[config.mk]
export PLATFORM = sky130hd
export DESIGN_NAME = daccess_axi_bridge_flat
export DESIGN_NICKNAME = d
export VERILOG_FILES = /design/src/rtl/daccess_axi_bridge_if.sv /design/src/rtl/daccess_axi_bridge.sv /design/src/flat_wrapper.sv
export SDC_FILE = /design/constraint.sdc
export NUM_CORES = 1
export LEC_CHECK = 0
export ABC_AREA = 1
export CORE_MARGIN = 3
export CORE_UTILIZATION = 35
export DETAILED_ROUTE_END_ITERATION = 10
export MAX_ROUTING_LAYER = met4
export PLACE_DENSITY = 0.75
export SKIP_CTS_REPAIR_TIMING = 1
export SYNTH_ARGS = -nofsm -noshare
export SYNTH_HDL_FRONTEND = slang
export SYNTH_SLANG_ARGS = --single-unit
[constraint.sdc]
create_clock -name aclk -period 1.59 [get_ports aclk]
set_clock_uncertainty 0.05 [all_clocks]
set_input_delay 0.318 -clock aclk [delete_from_list [all_inputs] [get_ports aclk]]
set_output_delay 0.318 -clock aclk [all_outputs]
set_load 0.005 [all_outputs]
[src/rtl/daccess_axi_bridge_if.sv]
// daccess_axi_bridge_if: AXI3 read/write channel bundle between the daccess bridge and the interconnect
interface daccess_axi_bridge_if;
  logic [3:0] arid;
  logic [31:0] araddr;
  logic [7:0] arlen;
  logic [2:0] arsize;
  logic [1:0] arburst;
  logic [1:0] arlock;
  logic [3:0] arcache;
  logic [2:0] arprot;
  logic arvalid;
  logic arready;
  logic [3:0] rid;
  logic [31:0] rdata;
  logic [1:0] rresp;
  logic rlast;
  logic rvalid;
  logic rready;
  logic [3:0] awid;
  logic [31:0] awaddr;
  logic [7:0] awlen;
  logic [2:0] awsize;
  logic [1:0] awburst;
  logic [1:0] awlock;
  logic [3:0] awcache;
  logic [2:0] awprot;
  logic awvalid;
  logic awready;
  logic [3:0] wid;
  logic [31:0] wdata;
  logic [3:0] wstrb;
  logic wlast;
  logic wvalid;
  logic wready;
  logic [3:0] bid;
  logic [1:0] bresp;
  logic bvalid;
  logic bready;
  modport master (
    output arid, araddr, arlen, arsize, arburst, arlock, arcache, arprot, arvalid,
    input arready,
    input rid, rdata, rresp, rlast, rvalid,
    output rready,
    output awid, awaddr, awlen, awsize, awburst, awlock, awcache, awprot, awvalid,
    input awready,
    output wid, wdata, wstrb, wlast, wvalid,
    input wready,
    input bid, bresp, bvalid,
    output bready
  );
  modport slave (
    input arid, araddr, arlen, arsize, arburst, arlock, arcache, arprot, arvalid,
    output arready,
    output rid, rdata, rresp, rlast, rvalid,
    input rready,
    input awid, awaddr, awlen, awsize, awburst, awlock, awcache, awprot, awvalid,
    output awready,
    input wid, wdata, wstrb, wlast, wvalid,
    output wready,
    output bid, bresp, bvalid,
    input bready
  );
endinterface

[src/rtl/daccess_axi_bridge.sv]
// daccess_axi_bridge: turns each core daccess read/write into one single-beat AXI3 transaction
module daccess_axi_bridge #(
  parameter logic [3:0] AXI_ID = 4'd1
) (
  input  logic        aclk,
  input  logic        aresetn,
  input  logic [3:0]  daccess_ren,
  input  logic [3:0]  daccess_wen,
  input  logic [31:0] daccess_addr,
  input  logic [31:0] daccess_wdata,
  output logic        daccess_valid,
  output logic [31:0] daccess_rdata,
  output logic        daccess_wresp,
  output logic        daccess_err,
  daccess_axi_bridge_if.master axi
);
  typedef enum logic [2:0] {IDLE, AR, R, W, B, DONE} state_t;
  state_t state_q, state_d;
  logic [31:0] araddr_q, araddr_d, awaddr_q, awaddr_d, wdata_q, wdata_d, rdata_q, rdata_d;
  logic [3:0] wstrb_q, wstrb_d;
  logic awvalid_q, awvalid_d, wvalid_q, wvalid_d, err_q, err_d, rd_q, rd_d;
  logic aw_done, w_done, unused;
  assign unused = ^{axi.rid, axi.rlast, axi.bid};
  // A channel counts as done once its valid has dropped or it handshakes this cycle
  assign aw_done = !awvalid_q || axi.awready;
  assign w_done = !wvalid_q || axi.wready;
  always_comb begin
    state_d = state_q;
    araddr_d = araddr_q;
    awaddr_d = awaddr_q;
    wdata_d = wdata_q;
    wstrb_d = wstrb_q;
    rdata_d = rdata_q;
    awvalid_d = awvalid_q && !axi.awready;
    wvalid_d = wvalid_q && !axi.wready;
    err_d = err_q;
    rd_d = rd_q;
    case (state_q)
      IDLE: if (|daccess_wen) begin
        state_d = W;
        awaddr_d = {daccess_addr[31:2], 2'b00};
        wdata_d = daccess_wdata;
        wstrb_d = daccess_wen;
        awvalid_d = 1'b1;
        wvalid_d = 1'b1;
        rd_d = 1'b0;
      end else if (|daccess_ren) begin
        state_d = AR;
        araddr_d = {daccess_addr[31:2], 2'b00};
        rd_d = 1'b1;
      end
      AR: state_d = axi.arready ? R : AR;
      R: if (axi.rvalid) begin
        state_d = DONE;
        rdata_d = axi.rdata;
        err_d = |axi.rresp;
      end
      W: state_d = (aw_done && w_done) ? B : W;
      B: if (axi.bvalid) begin
        state_d = DONE;
        err_d = |axi.bresp;
      end
      DONE: state_d = IDLE;
      default: state_d = IDLE;
    endcase
  end
  always_ff @(posedge aclk or negedge aresetn) begin
    if (!aresetn) begin
      state_q <= IDLE;
      araddr_q <= '0;
      awaddr_q <= '0;
      wdata_q <= '0;
      wstrb_q <= '0;
      rdata_q <= '0;
      awvalid_q <= 1'b0;
      wvalid_q <= 1'b0;
      err_q <= 1'b0;
      rd_q <= 1'b0;
    end else begin
      state_q <= state_d;
      araddr_q <= araddr_d;
      awaddr_q <= awaddr_d;
      wdata_q <= wdata_d;
      wstrb_q <= wstrb_d;
      rdata_q <= rdata_d;
      awvalid_q <= awvalid_d;
      wvalid_q <= wvalid_d;
      err_q <= err_d;
      rd_q <= rd_d;
    end
  end
  assign daccess_valid = (state_q == DONE) && rd_q;
  assign daccess_wresp = (state_q == DONE) && !rd_q;
  assign daccess_err = (state_q == DONE) && err_q;
  assign daccess_rdata = rdata_q;
  assign axi.arid = AXI_ID;
  assign axi.araddr = araddr_q;
  assign axi.arlen = 8'd0;
  assign axi.arsize = 3'b010;
  assign axi.arburst = 2'b01;
  assign axi.arlock = 2'b00;
  assign axi.arcache = 4'd0;
  assign axi.arprot = 3'd0;
  assign axi.arvalid = state_q == AR;
  assign axi.rready = state_q == R;
  assign axi.awid = AXI_ID;
  assign axi.awaddr = awaddr_q;
  assign axi.awlen = 8'd0;
  assign axi.awsize = 3'b010;
  assign axi.awburst = 2'b01;
  assign axi.awlock = 2'b00;
  assign axi.awcache = 4'd0;
  assign axi.awprot = 3'd0;
  assign axi.awvalid = awvalid_q;
  assign axi.wid = AXI_ID;
  assign axi.wdata = wdata_q;
  assign axi.wstrb = wstrb_q;
  assign axi.wlast = 1'b1;
  assign axi.wvalid = wvalid_q;
  assign axi.bready = state_q == B;
endmodule

[src/flat_wrapper.sv]
// flat-port wrapper written by rule: the top's interface ports become plain ports
module daccess_axi_bridge_flat 
#(
  parameter logic [3:0] AXI_ID = 4'd1
)
  (aclk, aresetn, daccess_ren, daccess_wen, daccess_addr, daccess_wdata, daccess_valid, daccess_rdata, daccess_wresp, daccess_err, axi_arid, axi_araddr, axi_arlen, axi_arsize, axi_arburst, axi_arlock, axi_arcache, axi_arprot, axi_arvalid, axi_arready, axi_rid, axi_rdata, axi_rresp, axi_rlast, axi_rvalid, axi_rready, axi_awid, axi_awaddr, axi_awlen, axi_awsize, axi_awburst, axi_awlock, axi_awcache, axi_awprot, axi_awvalid, axi_awready, axi_wid, axi_wdata, axi_wstrb, axi_wlast, axi_wvalid, axi_wready, axi_bid, axi_bresp, axi_bvalid, axi_bready);
  daccess_axi_bridge_if axi_i ();
  input  logic aclk;
  input  logic aresetn;
  input  logic [3:0] daccess_ren;
  input  logic [3:0] daccess_wen;
  input  logic [31:0] daccess_addr;
  input  logic [31:0] daccess_wdata;
  output logic daccess_valid;
  output logic [31:0] daccess_rdata;
  output logic daccess_wresp;
  output logic daccess_err;
  output wire logic [$bits(axi_i.arid)-1:0] axi_arid;
  output wire logic [$bits(axi_i.araddr)-1:0] axi_araddr;
  output wire logic [$bits(axi_i.arlen)-1:0] axi_arlen;
  output wire logic [$bits(axi_i.arsize)-1:0] axi_arsize;
  output wire logic [$bits(axi_i.arburst)-1:0] axi_arburst;
  output wire logic [$bits(axi_i.arlock)-1:0] axi_arlock;
  output wire logic [$bits(axi_i.arcache)-1:0] axi_arcache;
  output wire logic [$bits(axi_i.arprot)-1:0] axi_arprot;
  output wire logic [$bits(axi_i.arvalid)-1:0] axi_arvalid;
  input wire logic [$bits(axi_i.arready)-1:0] axi_arready;
  input wire logic [$bits(axi_i.rid)-1:0] axi_rid;
  input wire logic [$bits(axi_i.rdata)-1:0] axi_rdata;
  input wire logic [$bits(axi_i.rresp)-1:0] axi_rresp;
  input wire logic [$bits(axi_i.rlast)-1:0] axi_rlast;
  input wire logic [$bits(axi_i.rvalid)-1:0] axi_rvalid;
  output wire logic [$bits(axi_i.rready)-1:0] axi_rready;
  output wire logic [$bits(axi_i.awid)-1:0] axi_awid;
  output wire logic [$bits(axi_i.awaddr)-1:0] axi_awaddr;
  output wire logic [$bits(axi_i.awlen)-1:0] axi_awlen;
  output wire logic [$bits(axi_i.awsize)-1:0] axi_awsize;
  output wire logic [$bits(axi_i.awburst)-1:0] axi_awburst;
  output wire logic [$bits(axi_i.awlock)-1:0] axi_awlock;
  output wire logic [$bits(axi_i.awcache)-1:0] axi_awcache;
  output wire logic [$bits(axi_i.awprot)-1:0] axi_awprot;
  output wire logic [$bits(axi_i.awvalid)-1:0] axi_awvalid;
  input wire logic [$bits(axi_i.awready)-1:0] axi_awready;
  output wire logic [$bits(axi_i.wid)-1:0] axi_wid;
  output wire logic [$bits(axi_i.wdata)-1:0] axi_wdata;
  output wire logic [$bits(axi_i.wstrb)-1:0] axi_wstrb;
  output wire logic [$bits(axi_i.wlast)-1:0] axi_wlast;
  output wire logic [$bits(axi_i.wvalid)-1:0] axi_wvalid;
  input wire logic [$bits(axi_i.wready)-1:0] axi_wready;
  input wire logic [$bits(axi_i.bid)-1:0] axi_bid;
  input wire logic [$bits(axi_i.bresp)-1:0] axi_bresp;
  input wire logic [$bits(axi_i.bvalid)-1:0] axi_bvalid;
  output wire logic [$bits(axi_i.bready)-1:0] axi_bready;
  assign axi_arid = axi_i.arid;
  assign axi_araddr = axi_i.araddr;
  assign axi_arlen = axi_i.arlen;
  assign axi_arsize = axi_i.arsize;
  assign axi_arburst = axi_i.arburst;
  assign axi_arlock = axi_i.arlock;
  assign axi_arcache = axi_i.arcache;
  assign axi_arprot = axi_i.arprot;
  assign axi_arvalid = axi_i.arvalid;
  assign axi_i.arready = axi_arready;
  assign axi_i.rid = axi_rid;
  assign axi_i.rdata = axi_rdata;
  assign axi_i.rresp = axi_rresp;
  assign axi_i.rlast = axi_rlast;
  assign axi_i.rvalid = axi_rvalid;
  assign axi_rready = axi_i.rready;
  assign axi_awid = axi_i.awid;
  assign axi_awaddr = axi_i.awaddr;
  assign axi_awlen = axi_i.awlen;
  assign axi_awsize = axi_i.awsize;
  assign axi_awburst = axi_i.awburst;
  assign axi_awlock = axi_i.awlock;
  assign axi_awcache = axi_i.awcache;
  assign axi_awprot = axi_i.awprot;
  assign axi_awvalid = axi_i.awvalid;
  assign axi_i.awready = axi_awready;
  assign axi_wid = axi_i.wid;
  assign axi_wdata = axi_i.wdata;
  assign axi_wstrb = axi_i.wstrb;
  assign axi_wlast = axi_i.wlast;
  assign axi_wvalid = axi_i.wvalid;
  assign axi_i.wready = axi_wready;
  assign axi_i.bid = axi_bid;
  assign axi_i.bresp = axi_bresp;
  assign axi_i.bvalid = axi_bvalid;
  assign axi_bready = axi_i.bready;
  daccess_axi_bridge #(.AXI_ID(AXI_ID)) u_core (.aclk(aclk), .aresetn(aresetn), .daccess_ren(daccess_ren), .daccess_wen(daccess_wen), .daccess_addr(daccess_addr), .daccess_wdata(daccess_wdata), .daccess_valid(daccess_valid), .daccess_rdata(daccess_rdata), .daccess_wresp(daccess_wresp), .daccess_err(daccess_err), .axi(axi_i));
endmodule
======== Word-level counts from Yosys, hierarchy flattened ========
Index checks and enable logic that the tools add are counted.
storage, ports and cells
  register bits after elaboration ......... 135
  bits of input ports ..................... 124
  output and inout port bits .............. 197
  logic and storage cells ................. 61
cells by class
  equality and inequality tests ........... 8
  mux-type cells .......................... 16
  bitwise gates (word level) .............. 1
  reductions and logical operators ........ 26
operators by type and width
  operator                                                                 count
  3-bit 2-to-1 mux                                                         5
  3-bit one-hot mux with 5 select lines                                    1
  3-bit AND reduction                                                      3
  1-bit 2-to-1 mux                                                         8
  4-bit OR reduction                                                       2
  3-bit by 2-bit == test with 1-bit output, second input constant          2
  3-bit == test, second input constant                                     2
  1-bit logical AND                                                        6
  2-bit AND reduction                                                      3
  1-bit zero test                                                          5
  2-bit inequality test, second input constant                             2
  2-bit nonzero test                                                       2
  2-bit OR reduction                                                       2
  3-bit by 1-bit == test with 1-bit output, second input constant          1
  3-bit zero test                                                          1
  3-bit by 1-bit inequality test with 1-bit output, second input constant  1
  1-bit logical OR                                                         2
  2-bit 2-to-1 mux                                                         1
  1-bit one-hot mux with 2 select lines                                    1
  1-bit inverter                                                           1

======== Logic depth before layout (Yosys ltp) ========
  word-level depth ........................ 5
  depth in mapped cells ................... 9
  mapped depth without buffers ............ 8

======== Worst setup path after synthesis ========
OpenSTA, ideal clock, no wires.
  kind .................................... reg2reg
  start ................................... reg u_core.state_q[0]
  end ..................................... reg u_core.wdata_q[10] (netlist: u_core.axi.wdata[10])
  setup time .............................. 0.116 ns
  arrival time ............................ 1.196 ns
  required time ........................... 1.424 ns
  setup slack ............................. 0.227 ns
  stages on the path, launching flop included .. 9
  path buffers ............................ 2
  clock period less this slack ............ 1.363 ns
  path through ............................ dfrtp_1 -> nor2_4 -> nand2_2 -> a21oi_2 -> inv_2 -> buf_6 -> buf_6 -> nand2_1 -> nand2_1
on the way
  word-level cells in the longest chain between the ends .. 2
RTL lines
  element                               line                      RTL
  start, declared                       daccess_axi_bridge.sv:18  state_t state_q, state_d;
  start signal, assigned                daccess_axi_bridge.sv:80  state_q <= state_d;
  3-bit zero test                       daccess_axi_bridge.sv:38  case (state_q)
  2-bit AND reduction (no source line)  --
  end signal, assigned                  daccess_axi_bridge.sv:83  wdata_q <= wdata_d;
  end, declared                         daccess_axi_bridge.sv:19  logic [31:0] araddr_q, araddr_d, awaddr_q, awaddr_d, wdata_q, wdata_d, rdata_q, rdata_d;
Every way passes these cells.
A chain may end at the register's enable or synchronous reset.

======== Worst setup path in the final report ========
  start ................................... reg u_core.state_q[1]
  end ..................................... out axi_bready
on the way
  word-level cells in the longest chain between the ends .. 1
RTL lines
  element        line                       RTL
  3-bit == test  daccess_axi_bridge.sv:120  assign axi.bready = state_q == B;
  end, declared  flat_wrapper.sv:53         output wire logic [$bits(axi_i.bready)-1:0] axi_bready;
Every way passes these cells.

==> flow_summary_export.csv <==
group,metric,value,unit
clock_tree,clk_latency,0.41,ns
critical_path,cp-start-kind,"flop",
grt,grt_overflow,0,
floorplan,chipWidth,135,um
pwr,swShare,33.4,%
final_layout,final_nets,1076,
routing,drt-pass1-iter-count,4,
clock_tree,clkSinkCount,135,
yosys,synthTopCellsByArea,"dfrtp_1 58%, nand2_1 17%, buf_4 8.4%, o21ai_1 4.4%, nand3_1 3.4%",
final_layout,syn_to_final_growth,69.5,%
floorplan,die_area,18100,um^2
floorplan,ios,321,
outcome,violations,"negative setup slack",
routing,vias_per_cell,4.41,
yosys,synth_top_area_share,58.3,%
sta,rsz0062_at_grt,"yes",
sta,hold_viol,0,
clock_tree,h-tree-depth,4,
yosys,synth_commonest_cells,"261 x nand2_1, 135 x dfrtp_1, 65 x buf_4",
yosys,ys_seq_area_share,58.3,%
final_layout,num-fill-cells,1325,
pwr,irDropWorstVdd,0.944,mV
grt,grt_max_degree,62,
floorplan,die_y,135,um
yosys,synthArstFlopShare,100,%
sta,setup_viol,103,
min_path,hold_class,"in2async",
final_layout,num_antenna_cells,0,
yosys,syn_avg_cell_area,8.78,um^2
pwr,combPwrFrac,43.5,%
sta,drv_slew,0,
yosys,synth_area_leader_cell,"dfrtp_1",
sta,period_minus_slack,1.71,ns
yosys,syn_inst,660,
sta,fin_ws,-0.122,ns
clock_tree,cts_buffer_depth,2,
pwr,power.switching,5.95,mW
yosys,yosys_warnings,0,
yosys,ys_types,21,
routing,drt_iter0_drc,261,
outcome,status,"complete, but fails checks",
clock_tree,cts_buffers,17,
routing,postRouteWirelength,18700,um
pwr,seq_power_share,33.6,%
routing,vias,5204,
floorplan,initial_utilization,36.1,%
floorplan,core-area,16100,um^2
grt,antenna_found_initial,0,
placement,hpwl,11900,um
placement,io_buffers,248,
critical_path,path_class,"reg2out",
critical_path,required,1.22,ns
placement,pre_cts_slack,-0.261,ns
final_layout,multi_input_area,1900,um^2
yosys,syn-cell-area,5790,um^2
pwr,clockPowerShare,23.0,%
pwr,power-per-cell-area,1820,nW/um^2
sta,timing.fmax,584,MHz
sta,finalCritPeriodShare,108,%
final_layout,drive_above_1_share,12.4,%
grt,grt_pass1_vias,4732,
critical_path,crit_arrival,1.34,ns
floorplan,std_cell_rows,46,
critical_path,endpoint_kind,"output pin",
grt,grt_usage,17.9,%
grt,grt_pass1_wl,24600,um
final_layout,design_area,9820,um^2
routing,post_drt_wl_per_cell,15.8,um
pwr,p_leak,6.36,nW
critical_path,crit_fanout,4,
yosys,ys_seq_elements,135,
clock_tree,clockRootBuffer,"clkbuf_16",
run,maxCapViolations,0,
final_layout,regArea,3380,um^2
pwr,intPower,11.9,mW
routing,drtAntennaViolNets,0,
placement,globalplace.congestion,0.769,
placement,dpl_cell_area,8430,um^2
yosys,synth.most_common_cell,"nand2_1",
yosys,dominantRegCellSynth,"dfrtp_1",
clock_tree,clk_pin_slew,0.06,ns
yosys,synth_edf_count,0,
clock_tree,cts_tree,"done",
routing,drc,0,
[registers in the layout, summed over array words and instances, names as in the netlist]
register              flops
u_core.axi.wvalid         1
u_core.axi.araddr        30
u_core.axi.wdata         32
u_core.state_q            3
u_core.daccess_rdata     32
u_core.axi.awvalid        1
u_core.axi.awaddr        30
u_core.axi.wstrb          4
u_core.err_q              1
u_core.rd_q               1
[layout by cell type, fill, tap and decap left out, drive strengths merged]
master         count
clkdlybuf4s50    111
dlymetal6s2s     130
nor2              13
clkinv             3
bufinv             3
clkinvlp           3
a21oi              1
nand3             39
o21ai             63
inv               55
dlygate4sd3        1
dfrtp            135
nand2            263
nand3b             1
buf               57
clkbuf            24
or2                1
nand4              1
conb              61
[layout make-up]
| class | count | share of cell area (%) |
|---|---|---|
| clock inverter | 15 | 1.94 |
| timing repair buffer | 306 | 35.2 |
| inverter | 49 | 1.95 |
| tap | 216 | 2.75 |
| clock buffer | 17 | 4.33 |
| multi-input combinational | 443 | 19.4 |
| sequential | 135 | 34.4 |
[metrics by stage]
step / power [mW] / hold WS [ns] / util [%] / TNS [ns] / instances
after floorplan: 8.80 / -0.0276 / - / 0 / 719
after global placement: 13.1 / 0.233 / 52.5 / -19.34 / 1122
after detailed placement: 13.3 / 0.243 / 52.5 / -22.89 / 1122
after CTS: 17.5 / -0.208 / 56.3 / -14.65 / 1154
after global routing: 19.1 / 0.371 / 61.2 / -14.30 / 1181
final: 17.8 / 0.361 / 61.2 / -5.67 / 1181
[power groups by stage]
| stage | combinational, mW | clock, mW | sequential (mW) |
|---|---|---|---|
| final | 7.75 | 4.10 | 5.99 |
| after floorplan | 2.67 | 0 | 6.14 |
| after global placement | 7.14 | 0 | 5.97 |
| after global routing | 8.53 | 4.36 | 6.18 |
| after detailed placement | 7.30 | 0 | 6.04 |
| after CTS | 7.33 | 4.18 | 6.01 |
[critical path: stages (launching register included)]
cell,delay (ns)
dfrtp_2,0.44
buf_6,0.13
nor2_4,0.13
nand2_2,0.09
inv_2,0.06
buf_6,0.08
[cells by family (layout without fill, tap and decap cells)]
family	Yosys count	after routing	share of synthesized area, %
DFF	135	135	58.3
other	2	61	0.130
AOI/OAI and AO/OA	64	64	5.59
and+or+nand+nor	318	318	21.9
buffers and inverters	141	387	14.1
[final timing paths]
check,from,end,slack (ns),depth (start not counted)
worst max register to register,u_core.state_q[1],u_core.axi.awaddr[8],-0.11,9
worst min-delay path,aresetn,u_core.axi.awaddr[13],0.36,2
worst min register to register,u_core.axi.wdata[2],u_core.axi.wdata[2],0.41,2
worst max-delay path,u_core.state_q[1],axi_bready,-0.12,5
min in group aclk,daccess_wdata[25],u_core.axi.wdata[25],0.38,3
max in group asynchronous,aresetn,u_core.state_q[1],0.55,3
[per-layer routing]
| layer | global-route usage, % | vias to the layer above | part of all wire (%) |
|---|---|---|---|
| li1 | - | 2513 | - |
| met1 | 21.5 | 2460 | 40 |
| met2 | 29.2 | 200 | 52 |
| met3 | 4.06 | 31 | 5.8 |
| met4 | 7.35 | 0 | 2.4 |
| met5 | - | - | 0 |
Power figures use the tool's default switching activity.
